$ cat config.mk
export PLATFORM = sky130hd
export DESIGN_NAME = panda_load_store_unit_mc_flat
export DESIGN_NICKNAME = d
export VERILOG_FILES = /design/src/rtl/panda_pkg.sv /design/src/rtl/panda_load_store_unit_mc_if.sv /design/src/rtl/panda_lsu_align.sv /design/src/rtl/panda_load_store_unit_mc.sv /design/src/flat_wrapper.sv
export SDC_FILE = /design/constraint.sdc
export NUM_CORES = 1
export LEC_CHECK = 0
export ABC_AREA = 1
export CAP_MARGIN = 20
export CORE_UTILIZATION = 45
export CTS_BUF_LIST = sky130_fd_sc_hd__clkbuf_4 sky130_fd_sc_hd__clkbuf_8
export DETAILED_ROUTE_END_ITERATION = 16
export MAX_ROUTING_LAYER = met4
export PLACE_DENSITY_LB_ADDON = 0.12
export REMOVE_ABC_BUFFERS = 1
export SYNTH_ARGS = -nofsm -noshare
export SYNTH_HDL_FRONTEND = slang
export SYNTH_SLANG_ARGS = --single-unit
$ cat constraint.sdc
create_clock -name clk_i -period 6.1 [get_ports clk_i]
set_input_delay 1.525 -clock clk_i [delete_from_list [all_inputs] [get_ports clk_i]]
set_output_delay 1.525 -clock clk_i [all_outputs]
set_load 0.03 [all_outputs]
$ cat src/rtl/panda_pkg.sv
// Shared types, byte-enable constants and the byte-enable helper for the
// panda load/store unit.
package panda_pkg;

    typedef enum logic [1:0] {
        LSU_BYTE = 2'b00,
        LSU_HALF = 2'b01,
        LSU_WORD = 2'b10
    } lsu_width_e;

    typedef enum logic [1:0] {
        IDLE = 2'b00,
        REQ  = 2'b01,
        WAIT = 2'b10,
        DONE = 2'b11
    } lsu_state_e;

    localparam logic [3:0] LSU_BE_BYTE = 4'b0001;
    localparam logic [3:0] LSU_BE_HALF = 4'b0011;
    localparam logic [3:0] LSU_BE_WORD = 4'b1111;

    // 8-bit enable window spanning the addressed word and the one after it.
    function automatic logic [7:0] lsu_be8(input logic [1:0] width, input logic [1:0] offset);
        logic [3:0] base;
        case (width)
            LSU_BYTE: base = LSU_BE_BYTE;
            LSU_HALF: base = LSU_BE_HALF;
            LSU_WORD: base = LSU_BE_WORD;
            default:  base = 4'b0000;
        endcase
        return {4'b0000, base} << offset;
    endfunction

endpackage

$ cat src/rtl/panda_load_store_unit_mc_if.sv
// Data-bus bundle (req/gnt/rvalid) between the load/store unit and memory.
interface panda_load_store_unit_mc_if;
    logic        data_req;
    logic        data_gnt;
    logic [31:0] data_addr;
    logic        data_we;
    logic [3:0]  data_be;
    logic [31:0] data_wdata;
    logic        data_rvalid;
    logic [31:0] data_rdata;
    logic        data_err;

    modport master (
        output data_req, data_addr, data_we, data_be, data_wdata,
        input  data_gnt, data_rvalid, data_rdata, data_err
    );

    modport slave (
        input  data_req, data_addr, data_we, data_be, data_wdata,
        output data_gnt, data_rvalid, data_rdata, data_err
    );
endinterface

$ cat src/rtl/panda_lsu_align.sv
// Combinational lane alignment: byte enables and shifted store data from
// width/offset, and extraction plus sign/zero extension of load data.
module panda_lsu_align
    import panda_pkg::*;
(
    input  logic [1:0]  width_i,
    input  logic [1:0]  offset_i,
    input  logic [31:0] wdata_i,
    input  logic [63:0] rdata_i,
    input  logic        unsigned_i,
    output logic [7:0]  be_o,
    output logic [63:0] wdata_o,
    output logic [31:0] rdata_o
);

    logic [31:0] rdata_shift;

    assign be_o        = lsu_be8(width_i, offset_i);
    assign wdata_o     = {32'b0, wdata_i} << {offset_i, 3'b000};
    assign rdata_shift = 32'(rdata_i >> {offset_i, 3'b000});

    always_comb begin
        rdata_o = rdata_shift;
        case (width_i)
            LSU_BYTE: rdata_o = {{24{~unsigned_i & rdata_shift[7]}}, rdata_shift[7:0]};
            LSU_HALF: rdata_o = {{16{~unsigned_i & rdata_shift[15]}}, rdata_shift[15:0]};
            default:  rdata_o = rdata_shift;
        endcase
    end

endmodule

$ cat src/rtl/panda_load_store_unit_mc.sv
// Multi-cycle load/store unit between execute stage and a req/gnt/rvalid bus.
// PANDA_LSU_MISALIGNED_EN: split word-crossing accesses into two bus phases.
//
// state | meaning
// IDLE  | ready for a core request; completion pulses are issued from here
// REQ   | data_req_o high, waiting for grant
// WAIT  | granted, waiting for rvalid
// DONE  | unused encoding, falls back to IDLE
module panda_load_store_unit_mc
    import panda_pkg::*;
#(
    parameter int unsigned TimeoutCycles = 255,
    parameter int unsigned CntWidth      = 8
) (
    input  logic        clk_i,
    input  logic        rst_ni,
    input  logic        lsu_req_i,
    input  logic        lsu_we_i,
    input  logic        lsu_unsigned_i,
    input  logic [1:0]  lsu_width_i,
    input  logic [31:0] lsu_addr_i,
    input  logic [31:0] lsu_wdata_i,
    output logic        lsu_ready_o,
    output logic        lsu_valid_o,
    output logic [31:0] lsu_rdata_o,
    output logic        lsu_err_o,
    panda_load_store_unit_mc_if.master bus
);

    localparam bit                TmoEn    = (TimeoutCycles != 0);
    localparam logic [CntWidth:0] TmoLimit = (CntWidth + 1)'(TimeoutCycles);

    lsu_state_e        state_q, state_d;
    logic              phase_q, phase_d;
    logic [CntWidth-1:0] cnt_q, cnt_d;
    logic              we_q, we_d;
    logic              unsigned_q, unsigned_d;
    logic [1:0]        width_q, width_d;
    logic [31:0]       addr_q, addr_d;
    logic [31:0]       wdata_q, wdata_d;
    logic [31:0]       rdata_lo_q, rdata_lo_d;
    logic              req_q, req_d;
    logic              valid_q, valid_d;
    logic              err_q, err_d;
    logic [31:0]       rdata_q, rdata_d;

    logic [7:0]        acc_be8;
    logic              acc_bad;
    logic              acc_skip_lo;
    logic [7:0]        be8;
    logic [63:0]       wdata64;
    logic [63:0]       rdata64;
    logic [31:0]       ld_result;
    logic              last_phase;
    logic [CntWidth:0] cnt_inc;
    logic              tmo_hit;

    assign acc_be8     = lsu_be8(lsu_width_i, lsu_addr_i[1:0]);
    assign acc_skip_lo = (acc_be8[3:0] == 4'b0000) && (acc_be8[7:4] != 4'b0000);

`ifdef PANDA_LSU_MISALIGNED_EN
    assign acc_bad = (lsu_width_i == 2'b11);
`else
    // Word-crossing accesses cannot be split in this build, so they fail fast.
    assign acc_bad = (lsu_width_i == 2'b11) || (acc_be8[7:4] != 4'b0000);
`endif

    assign rdata64    = phase_q ? {bus.data_rdata, rdata_lo_q} : {32'b0, bus.data_rdata};
    assign last_phase = phase_q || (be8[7:4] == 4'b0000);
    assign cnt_inc    = {1'b0, cnt_q} + (CntWidth + 1)'(1);
    assign tmo_hit    = TmoEn && (cnt_inc >= TmoLimit);

    panda_lsu_align u_align (
        .width_i   (width_q),
        .offset_i  (addr_q[1:0]),
        .wdata_i   (wdata_q),
        .rdata_i   (rdata64),
        .unsigned_i(unsigned_q),
        .be_o      (be8),
        .wdata_o   (wdata64),
        .rdata_o   (ld_result)
    );

    always_comb begin
        state_d    = state_q;
        phase_d    = phase_q;
        cnt_d      = cnt_q;
        we_d       = we_q;
        unsigned_d = unsigned_q;
        width_d    = width_q;
        addr_d     = addr_q;
        wdata_d    = wdata_q;
        rdata_lo_d = rdata_lo_q;
        req_d      = req_q;
        valid_d    = 1'b0;
        err_d      = 1'b0;
        rdata_d    = 32'b0;

        case (state_q)
            IDLE: begin
                if (lsu_req_i) begin
                    we_d       = lsu_we_i;
                    unsigned_d = lsu_unsigned_i;
                    width_d    = lsu_width_i;
                    addr_d     = lsu_addr_i;
                    wdata_d    = lsu_wdata_i;
                    rdata_lo_d = 32'b0;
                    cnt_d      = '0;
                    if (acc_bad) begin
                        valid_d = 1'b1;
                        err_d   = 1'b1;
                    end else begin
                        state_d = REQ;
                        req_d   = 1'b1;
                        phase_d = acc_skip_lo;
                    end
                end
            end
            REQ: begin
                if (bus.data_gnt) begin
                    state_d = WAIT;
                    req_d   = 1'b0;
                    cnt_d   = cnt_inc[CntWidth-1:0];
                end else if (tmo_hit) begin
                    state_d = IDLE;
                    req_d   = 1'b0;
                    valid_d = 1'b1;
                    err_d   = 1'b1;
                end else begin
                    cnt_d = cnt_inc[CntWidth-1:0];
                end
            end
            WAIT: begin
                if (bus.data_rvalid) begin
                    if (bus.data_err) begin
                        state_d = IDLE;
                        valid_d = 1'b1;
                        err_d   = 1'b1;
                    end else if (last_phase) begin
                        state_d = IDLE;
                        valid_d = 1'b1;
                        rdata_d = we_q ? 32'b0 : ld_result;
                    end else begin
                        // Low word captured; reissue for the upper word.
                        state_d    = REQ;
                        rdata_lo_d = bus.data_rdata;
                        phase_d    = 1'b1;
                        req_d      = 1'b1;
                        cnt_d      = '0;
                    end
                end else if (tmo_hit) begin
                    state_d = IDLE;
                    valid_d = 1'b1;
                    err_d   = 1'b1;
                end else begin
                    cnt_d = cnt_inc[CntWidth-1:0];
                end
            end
            default: state_d = IDLE;
        endcase
    end

    always_ff @(posedge clk_i or negedge rst_ni) begin
        if (!rst_ni) begin
            state_q    <= IDLE;
            phase_q    <= 1'b0;
            cnt_q      <= '0;
            we_q       <= 1'b0;
            unsigned_q <= 1'b0;
            width_q    <= 2'b00;
            addr_q     <= 32'b0;
            wdata_q    <= 32'b0;
            rdata_lo_q <= 32'b0;
            req_q      <= 1'b0;
            valid_q    <= 1'b0;
            err_q      <= 1'b0;
            rdata_q    <= 32'b0;
        end else begin
            state_q    <= state_d;
            phase_q    <= phase_d;
            cnt_q      <= cnt_d;
            we_q       <= we_d;
            unsigned_q <= unsigned_d;
            width_q    <= width_d;
            addr_q     <= addr_d;
            wdata_q    <= wdata_d;
            rdata_lo_q <= rdata_lo_d;
            req_q      <= req_d;
            valid_q    <= valid_d;
            err_q      <= err_d;
            rdata_q    <= rdata_d;
        end
    end

    assign lsu_ready_o = (state_q == IDLE);
    assign lsu_valid_o = valid_q;
    assign lsu_err_o   = err_q;
    assign lsu_rdata_o = rdata_q;

    // Bus fields are only driven while a request is outstanding.
    assign bus.data_req   = req_q;
    assign bus.data_we    = req_q & we_q;
    assign bus.data_addr  = req_q ? {addr_q[31:2] + 30'(phase_q), 2'b00} : 32'b0;
    assign bus.data_be    = req_q ? (phase_q ? be8[7:4] : be8[3:0]) : 4'b0000;
    assign bus.data_wdata = req_q ? (phase_q ? wdata64[63:32] : wdata64[31:0]) : 32'b0;

endmodule

$ cat src/flat_wrapper.sv
// flat-port wrapper written by rule: the top's interface ports become plain ports
module panda_load_store_unit_mc_flat import panda_pkg::*;
#(
    parameter int unsigned TimeoutCycles = 255,
    parameter int unsigned CntWidth      = 8
)
  (clk_i, rst_ni, lsu_req_i, lsu_we_i, lsu_unsigned_i, lsu_width_i, lsu_addr_i, lsu_wdata_i, lsu_ready_o, lsu_valid_o, lsu_rdata_o, lsu_err_o, bus_data_req, bus_data_addr, bus_data_we, bus_data_be, bus_data_wdata, bus_data_gnt, bus_data_rvalid, bus_data_rdata, bus_data_err);
  panda_load_store_unit_mc_if bus_i ();
  input  logic clk_i;
  input  logic rst_ni;
  input  logic lsu_req_i;
  input  logic lsu_we_i;
  input  logic lsu_unsigned_i;
  input  logic [1:0] lsu_width_i;
  input  logic [31:0] lsu_addr_i;
  input  logic [31:0] lsu_wdata_i;
  output logic lsu_ready_o;
  output logic lsu_valid_o;
  output logic [31:0] lsu_rdata_o;
  output logic lsu_err_o;
  output wire logic [$bits(bus_i.data_req)-1:0] bus_data_req;
  output wire logic [$bits(bus_i.data_addr)-1:0] bus_data_addr;
  output wire logic [$bits(bus_i.data_we)-1:0] bus_data_we;
  output wire logic [$bits(bus_i.data_be)-1:0] bus_data_be;
  output wire logic [$bits(bus_i.data_wdata)-1:0] bus_data_wdata;
  input wire logic [$bits(bus_i.data_gnt)-1:0] bus_data_gnt;
  input wire logic [$bits(bus_i.data_rvalid)-1:0] bus_data_rvalid;
  input wire logic [$bits(bus_i.data_rdata)-1:0] bus_data_rdata;
  input wire logic [$bits(bus_i.data_err)-1:0] bus_data_err;
  assign bus_data_req = bus_i.data_req;
  assign bus_data_addr = bus_i.data_addr;
  assign bus_data_we = bus_i.data_we;
  assign bus_data_be = bus_i.data_be;
  assign bus_data_wdata = bus_i.data_wdata;
  assign bus_i.data_gnt = bus_data_gnt;
  assign bus_i.data_rvalid = bus_data_rvalid;
  assign bus_i.data_rdata = bus_data_rdata;
  assign bus_i.data_err = bus_data_err;
  panda_load_store_unit_mc #(.TimeoutCycles(TimeoutCycles), .CntWidth(CntWidth)) u_core (.clk_i(clk_i), .rst_ni(rst_ni), .lsu_req_i(lsu_req_i), .lsu_we_i(lsu_we_i), .lsu_unsigned_i(lsu_unsigned_i), .lsu_width_i(lsu_width_i), .lsu_addr_i(lsu_addr_i), .lsu_wdata_i(lsu_wdata_i), .lsu_ready_o(lsu_ready_o), .lsu_valid_o(lsu_valid_o), .lsu_rdata_o(lsu_rdata_o), .lsu_err_o(lsu_err_o), .bus(bus_i));
endmodule
==> impl_metrics.py, run 1 <==
metrics = {
    "run_status": {
        "status": "complete, no violations",
    },
    "timing": {
        "worst_slew_pin_slew_ps": 973,
        "fmax_mhz": 199,
        "final_max_slew_viol_count": 0,
        "slew-limit-headroom_pct": 35.1,
        "fin_crit_ps": 5040,
        "report.final.hold_viol_count": 0,
        "grt_setup_unrepaired": "false",
        "post-route-period-util_pct": 82.6,
        "skew_ps": 10.1,
        "finalSetupTns_ps": 0,
        "setup_viol": 0,
    },
    "yosys": {
        "syn-cell-area_um2": 9070,
        "synth_commonest_cells": "nand2_1 (294), o21ai_0 (183), dfrtp_1 (146), nor2_1 (134), inv_1 (113)",
        "synth.most_common_cell": "nand2_1",
        "yosys.area.top_type": "dfrtp_1",
        "synth-seq-area-share_pct": 40.3,
        "syn_avg_cell_area_um2": 7.20,
        "synth_cell_types": 39,
        "synth-main-ff-cell": "dfrtp_1",
        "synth-async-reset-ratio_pct": 100,
        "ys_seq_elements": 146,
        "yosysWarningCount": 0,
        "synth.area.top_cells": "dfrtp_1 (40%), nand2_1 (12%), o21ai_0 (10%), nor2_1 (5.5%), a21oi_1 (5.0%)",
        "synth_top_area_share_pct": 40.3,
        "synthCells": 1259,
        "synth_edf_count": 0,
    },
    "job": {
        "drv_cap": 0,
    },
    "power_and_ir_drop": {
        "leakagePower_uw": 0.00521,
        "vdd_ir_drop_max_uv": 289,
        "power.density_nw_per_um2": 524,
    },
    "drt": {
        "vias": 9043,
        "via_per_inst": 5.31,
        "ant_nets": 0,
        "drt-wirelength-per-cell_um": 15.5,
        "routed_wl_mm": 26.4,
        "drt_iter0_drc": 635,
        "drc": 0,
        "first_pass_iters": 5,
    },
    "clocking": {
        "numCtsBuffers": 17,
        "clock-sinks": 146,
        "cts-htree-levels": 4,
        "cts_resized": 0,
        "root_buffer": "clkbuf_8",
        "ctsHoldBuffers": 0,
        "insertion_delay_ps": 460,
        "ctsLongestPathBuffers": 2,
        "clkTransAtPathRegs_ps": 80,
        "cts_tree": "done",
        "cts_setup_buffers": 0,
    },
    "floorplanning": {
        "io_pins": 211,
        "dieHeight_um": 144,
        "core-area_um2": 19600,
        "fp-row-count": 51,
        "start_util_pct": 46.3,
        "die-width_um": 144,
        "die-area_um2": 20700,
    },
    "setup_path": {
        "cp-start-kind": "flop",
        "path_depth": 6,
        "path_class": "reg2out",
        "crit_path_max_incr_delay_ps": 700,
        "crit_arrival_ps": 3510,
        "required_ps": 4580,
        "rr_worst_depth": 11,
        "end_kind": "primary output",
        "crit_chain": "buf_4, inv_1, nor2_1, nand2_1, o211ai_1, clkdlybuf4s50_1",
        "path_buf_inv": 3,
        "critPathSlowestCell": "clkdlybuf4s50_1",
        "critPathTopFamily": "buffers and inverters",
        "path_max_fanout": 25,
    },
    "global_route": {
        "busiest_layer": "met2",
        "grt_max_degree": 78,
        "track_usage_pct": 27.0,
        "met3_usage_pct": 5.83,
        "grt_use_met2_pct": 44.5,
        "use_met1_pct": 32.9,
        "gr-total-overflow": 0,
        "grt_antenna_before_repair": 1,
        "grt_pass1_wl_mm": 42.4,
        "grt_pass1_vias": 8647,
    },
    "final_layout": {
        "utilization_pct": 59.9,
        "fin_nets": 1544,
        "multi_input_area_um2": 4670,
        "fillers": 1841,
        "syn_to_final_growth_pct": 29.4,
        "drive_gt1_share_pct": 7.17,
        "seq_area_um2": 3660,
    },
    "placed_design": {
        "dp_hpwl_mm": 18.5,
        "io_buffers": 208,
        "place.gp.congestion": 0.906,
    },
    "worst_hold_path": {
        "hp-class": "reg2reg",
        "hold_depth": 2,
    },
}
## final cells by class
cell class,count,area share (%)
Antenna cell,2,0.0426
Clock buffer,17,1.99
Clock inverter,15,1.95
Inverter,117,3.74
Multi-Input combinational cell,924,39.8
Sequential cell,146,31.2
Tap cell,265,2.83
Timing Repair Buffer,217,18.5
## final timing paths
kind | startpoint | end | slack, ps
max | u_core.bus.data_req | bus_data_wdata[22] | 1060
min | u_core.rdata_lo_q[12] | u_core.rdata_lo_q[12] | 490
max reg2reg | u_core.addr_q[1] | u_core.rdata_lo_q[3] | 2630
min reg2reg | u_core.rdata_lo_q[12] | u_core.rdata_lo_q[12] | 490
max in group asynchronous | rst_ni | u_core.addr_q[0] | 3930
min in group asynchronous | rst_ni | u_core.rdata_lo_q[24] | 1060
## cell families (layout without fill, tap and decap cells)
family | Yosys count | count (layout) | synth area share (%)
mux | 39 | 39 | 4.77
xor+xnor | 9 | 9 | 0.869
simple gates | 542 | 542 | 24.9
fa+ha+maj | 15 | 15 | 2.07
flops | 146 | 146 | 40.3
other cells | 1 | 4 | 0.0413
buf+inv | 190 | 366 | 8.40
compound gates | 317 | 317 | 18.7
## worst register-to-register path, cell delays in order, from the launching register on
cell	delay, ps
dfrtp_2	1010
inv_2	510
nand2_1	180
nand2_1	110
nand2_1	110
nand2_1	60
nand2_1	170
nand3_2	390
inv_1	420
buf_16	220
nand3_1	90
o21ai_0	110
## routing by layer
metal  up-vias  share of wire, %  routed length [µm]
li1       4493                 -                   -
met1      4173                43               11200
met2       340                48               12700
met3        37               7.1                1880
met4         0               2.1                 542
met5         -                 0                   0
## registers in the layout (all words and copies together), names as in the netlist
signal and flops:
u_core.addr_q 32, u_core.lsu_rdata_o 32, u_core.rdata_lo_q 32, u_core.wdata_q 32
u_core.cnt_q 8, u_core.state_q 2, u_core.width_q 2, u_core.bus.data_req 1
u_core.lsu_err_o 1, u_core.lsu_valid_o 1, u_core.phase_q 1, u_core.unsigned_q 1
u_core.we_q 1
## cells in the final DEF (no fill, tap or decap), types with 8 or more instances in the layout
cell / n
a21oi_1: 91
ha_1: 15
xor2_1: 8
inv_1: 113
o22ai_1: 10
nand2_1: 293
o21ai_0: 183
clkdlybuf4s50_1: 207
dfrtp_1: 143
nor2_2: 9
buf_4: 8
a211oi_1: 12
clkbuf_8: 17
nand4_1: 12
nor2_1: 134
mux2_2: 34
nor3_1: 12
nand3_1: 66
## per-stage QoR
stage	instances	hold slack, ps	area (µm²)	power (µW)	setup WS [ps]
finish	1703	493	11700	6150	1060
global route	1702	531	11700	6640	773
CTS	1700	495	11700	6150	1070
detailed placement	1668	474	11200	5230	1580
global placement	1668	468	11200	5190	1580
floorplan	1187	453	8750	3950	844
## report_power, final
part,switching [µW],leakage [µW],internal [µW]
clock,404,0.000220,491
sequential,334,0.00184,1300
combinational,2310,0.00315,1320
Power figures use the tool's default switching activity.
==> run 2, diff against run 1 <==
Clock period 6.1 ns to 4.2 ns, I/O delays scaled along.
==> run 2 against run 1 <==
Net effect:
- sequential power grew 42%
- sequential cell count is the same
- non-clock buffer count grew 13
- power grew 45%
- largest cell class unchanged
==> impl_metrics.py, run 2 (same netlist as run 1, synthesis figures left out) <==
metrics = {
    "setup_path": {
        "critPathSlowestCell": "clkdlybuf4s50_1",
        "end_kind": "primary output",
        "crit_arrival_ps": 2970,
        "path_class": "reg2out",
        "required_ps": 3150,
        "crit_path_max_incr_delay_ps": 680,
        "path_max_fanout": 7,
        "crit_chain": "ha_1, ha_1, nand2_1, inv_1, nand2_1, nor4_1, nand4_1, xor2_1, nor2_1, clkdlybuf4s50_1",
        "cp-start-kind": "flop",
    },
    "timing": {
        "final_max_slew_viol_count": 0,
        "worst_slew_pin_slew_ps": 752,
        "fin_crit_ps": 4020,
        "report.final.hold_viol_count": 0,
        "fmax_mhz": 249,
        "slew-limit-headroom_pct": 49.9,
        "finalSetupTns_ps": 0,
        "setup_viol": 0,
        "grt_setup_unrepaired": "false",
        "skew_ps": 11.8,
        "whs_ps": 488,
        "post-route-period-util_pct": 95.7,
    },
    "global_route": {
        "gr-total-overflow": 0,
        "grt_max_degree": 84,
        "grt_pass1_vias": 8699,
        "grt_antenna_before_repair": 1,
        "grt_pass1_wl_mm": 43.3,
        "track_usage_pct": 27.6,
    },
    "clocking": {
        "cts_resized": 0,
        "ctsLongestPathBuffers": 2,
        "clkTransAtPathRegs_ps": 70,
        "clock-sinks": 146,
        "cts_setup_buffers": 0,
        "ctsHoldBuffers": 0,
        "cts-htree-levels": 4,
        "insertion_delay_ps": 440,
        "numCtsBuffers": 17,
        "root_buffer": "clkbuf_8",
        "cts_tree": "done",
    },
    "drt": {
        "wl_met1_mm": 11.7,
        "vias": 9144,
        "routed-wl-met2_mm": 12.7,
        "top_layer": "met4",
        "drt_iter0_drc": 758,
        "ant_nets": 0,
        "wl_met3_mm": 1.70,
        "via_per_inst": 5.33,
        "routed_wl_mm": 26.7,
        "drt-wirelength-per-cell_um": 15.5,
        "drc": 0,
        "first_pass_iters": 5,
    },
    "final_layout": {
        "syn_to_final_growth_pct": 29.9,
        "layout_common_cells": "nand2_1 (293), clkdlybuf4s50_1 (184), o21ai_0 (183)",
        "mostFrequentLayoutCell": "nand2_1",
        "fin_nets": 1557,
        "utilization_pct": 60.1,
        "drive_gt1_share_pct": 9.25,
    },
    "placed_design": {
        "place.gp.congestion": 0.885,
        "dp_hpwl_mm": 19.0,
        "io_buffers": 208,
    },
    "power_and_ir_drop": {
        "vdd_ir_drop_max_uv": 425,
        "p_total_uw": 8920,
        "power.density_nw_per_um2": 757,
        "leakagePower_uw": 0.00538,
    },
    "job": {
        "drv_cap": 0,
    },
    "floorplanning": {
        "io_pins": 211,
        "die-area_um2": 20700,
        "die-width_um": 144,
        "start_util_pct": 46.3,
        "dieHeight_um": 144,
        "core-area_um2": 19600,
        "fp-row-count": 51,
    },
    "worst_hold_path": {
        "hp-class": "reg2reg",
    },
    "run_status": {
        "status": "complete, no violations",
    },
}
-- run 2: cell count changes in the layout (fill, tap and decap cells not counted), sizes merged --
cell and delta:
clkinvlp -1, clkbuf +6, bufinv -1, buf +30, clkdlybuf4s50 -23, inv -4
dlymetal6s2s +6
-- run 2: final cells by class --
| cell class | count | area, µm² |
|---|---|---|
| flip-flops and latches | 146 | 3660 |
| clock inverters | 9 | 153 |
| multi-input cells | 924 | 4670 |
| repair buffers | 230 | 2220 |
| well taps | 265 | 332 |
| inverters | 117 | 439 |
| diodes | 2 | 5.00 |
| clock buffers | 23 | 298 |
| fillers | 1815 | 7810 |
-- run 2: worst paths after layout --
path,from,end,slack [ps],depth (start not counted)
max,u_core.addr_q[2],bus_data_addr[26],180,10
min,u_core.rdata_lo_q[13],u_core.rdata_lo_q[13],490,2
max reg2reg,u_core.addr_q[0],u_core.rdata_lo_q[22],1200,13
min reg2reg,u_core.rdata_lo_q[13],u_core.rdata_lo_q[13],490,2
max in group asynchronous,rst_ni,u_core.phase_q,2730,2
min in group asynchronous,rst_ni,u_core.rdata_lo_q[0],640,1
-- run 2: metrics by stage --
stage          cells  setup slack [ps]  area (µm²)
6_report        1716               181       11800
5_1_grt         1715              15.6       11800
4_1_cts         1714              17.2       11800
3_5_place_dp    1682               544       11300
3_3_place_gp    1682               570       11300
2_1_floorplan   1187              -581        8750
-- run 2: power by group --
part	internal, µW	switching [µW]	leakage (µW)
Combinational	1910	3440	0.00332
Sequential	1890	433	0.00184
Clock	713	531	0.000222
Total	4510	4410	0.00538
-- run 2: critical path, delay by kind of cell (launching register included) --
family | cells | cell delay (ps)
AND/OR/NAND/NOR | 5 | 880
flip-flops | 1 | 360
adder cells (fa/ha/maj) | 2 | 360
buffers and inverters | 2 | 750
XOR/XNOR | 1 | 180
-- run 2: per-layer routing --
layer / vias up / track usage, %
met2: 340 / 43.8
met5: - / -
met4: 0 / 8.73
li1: 4518 / -
met1: 4249 / 36.5
met3: 37 / 3.97
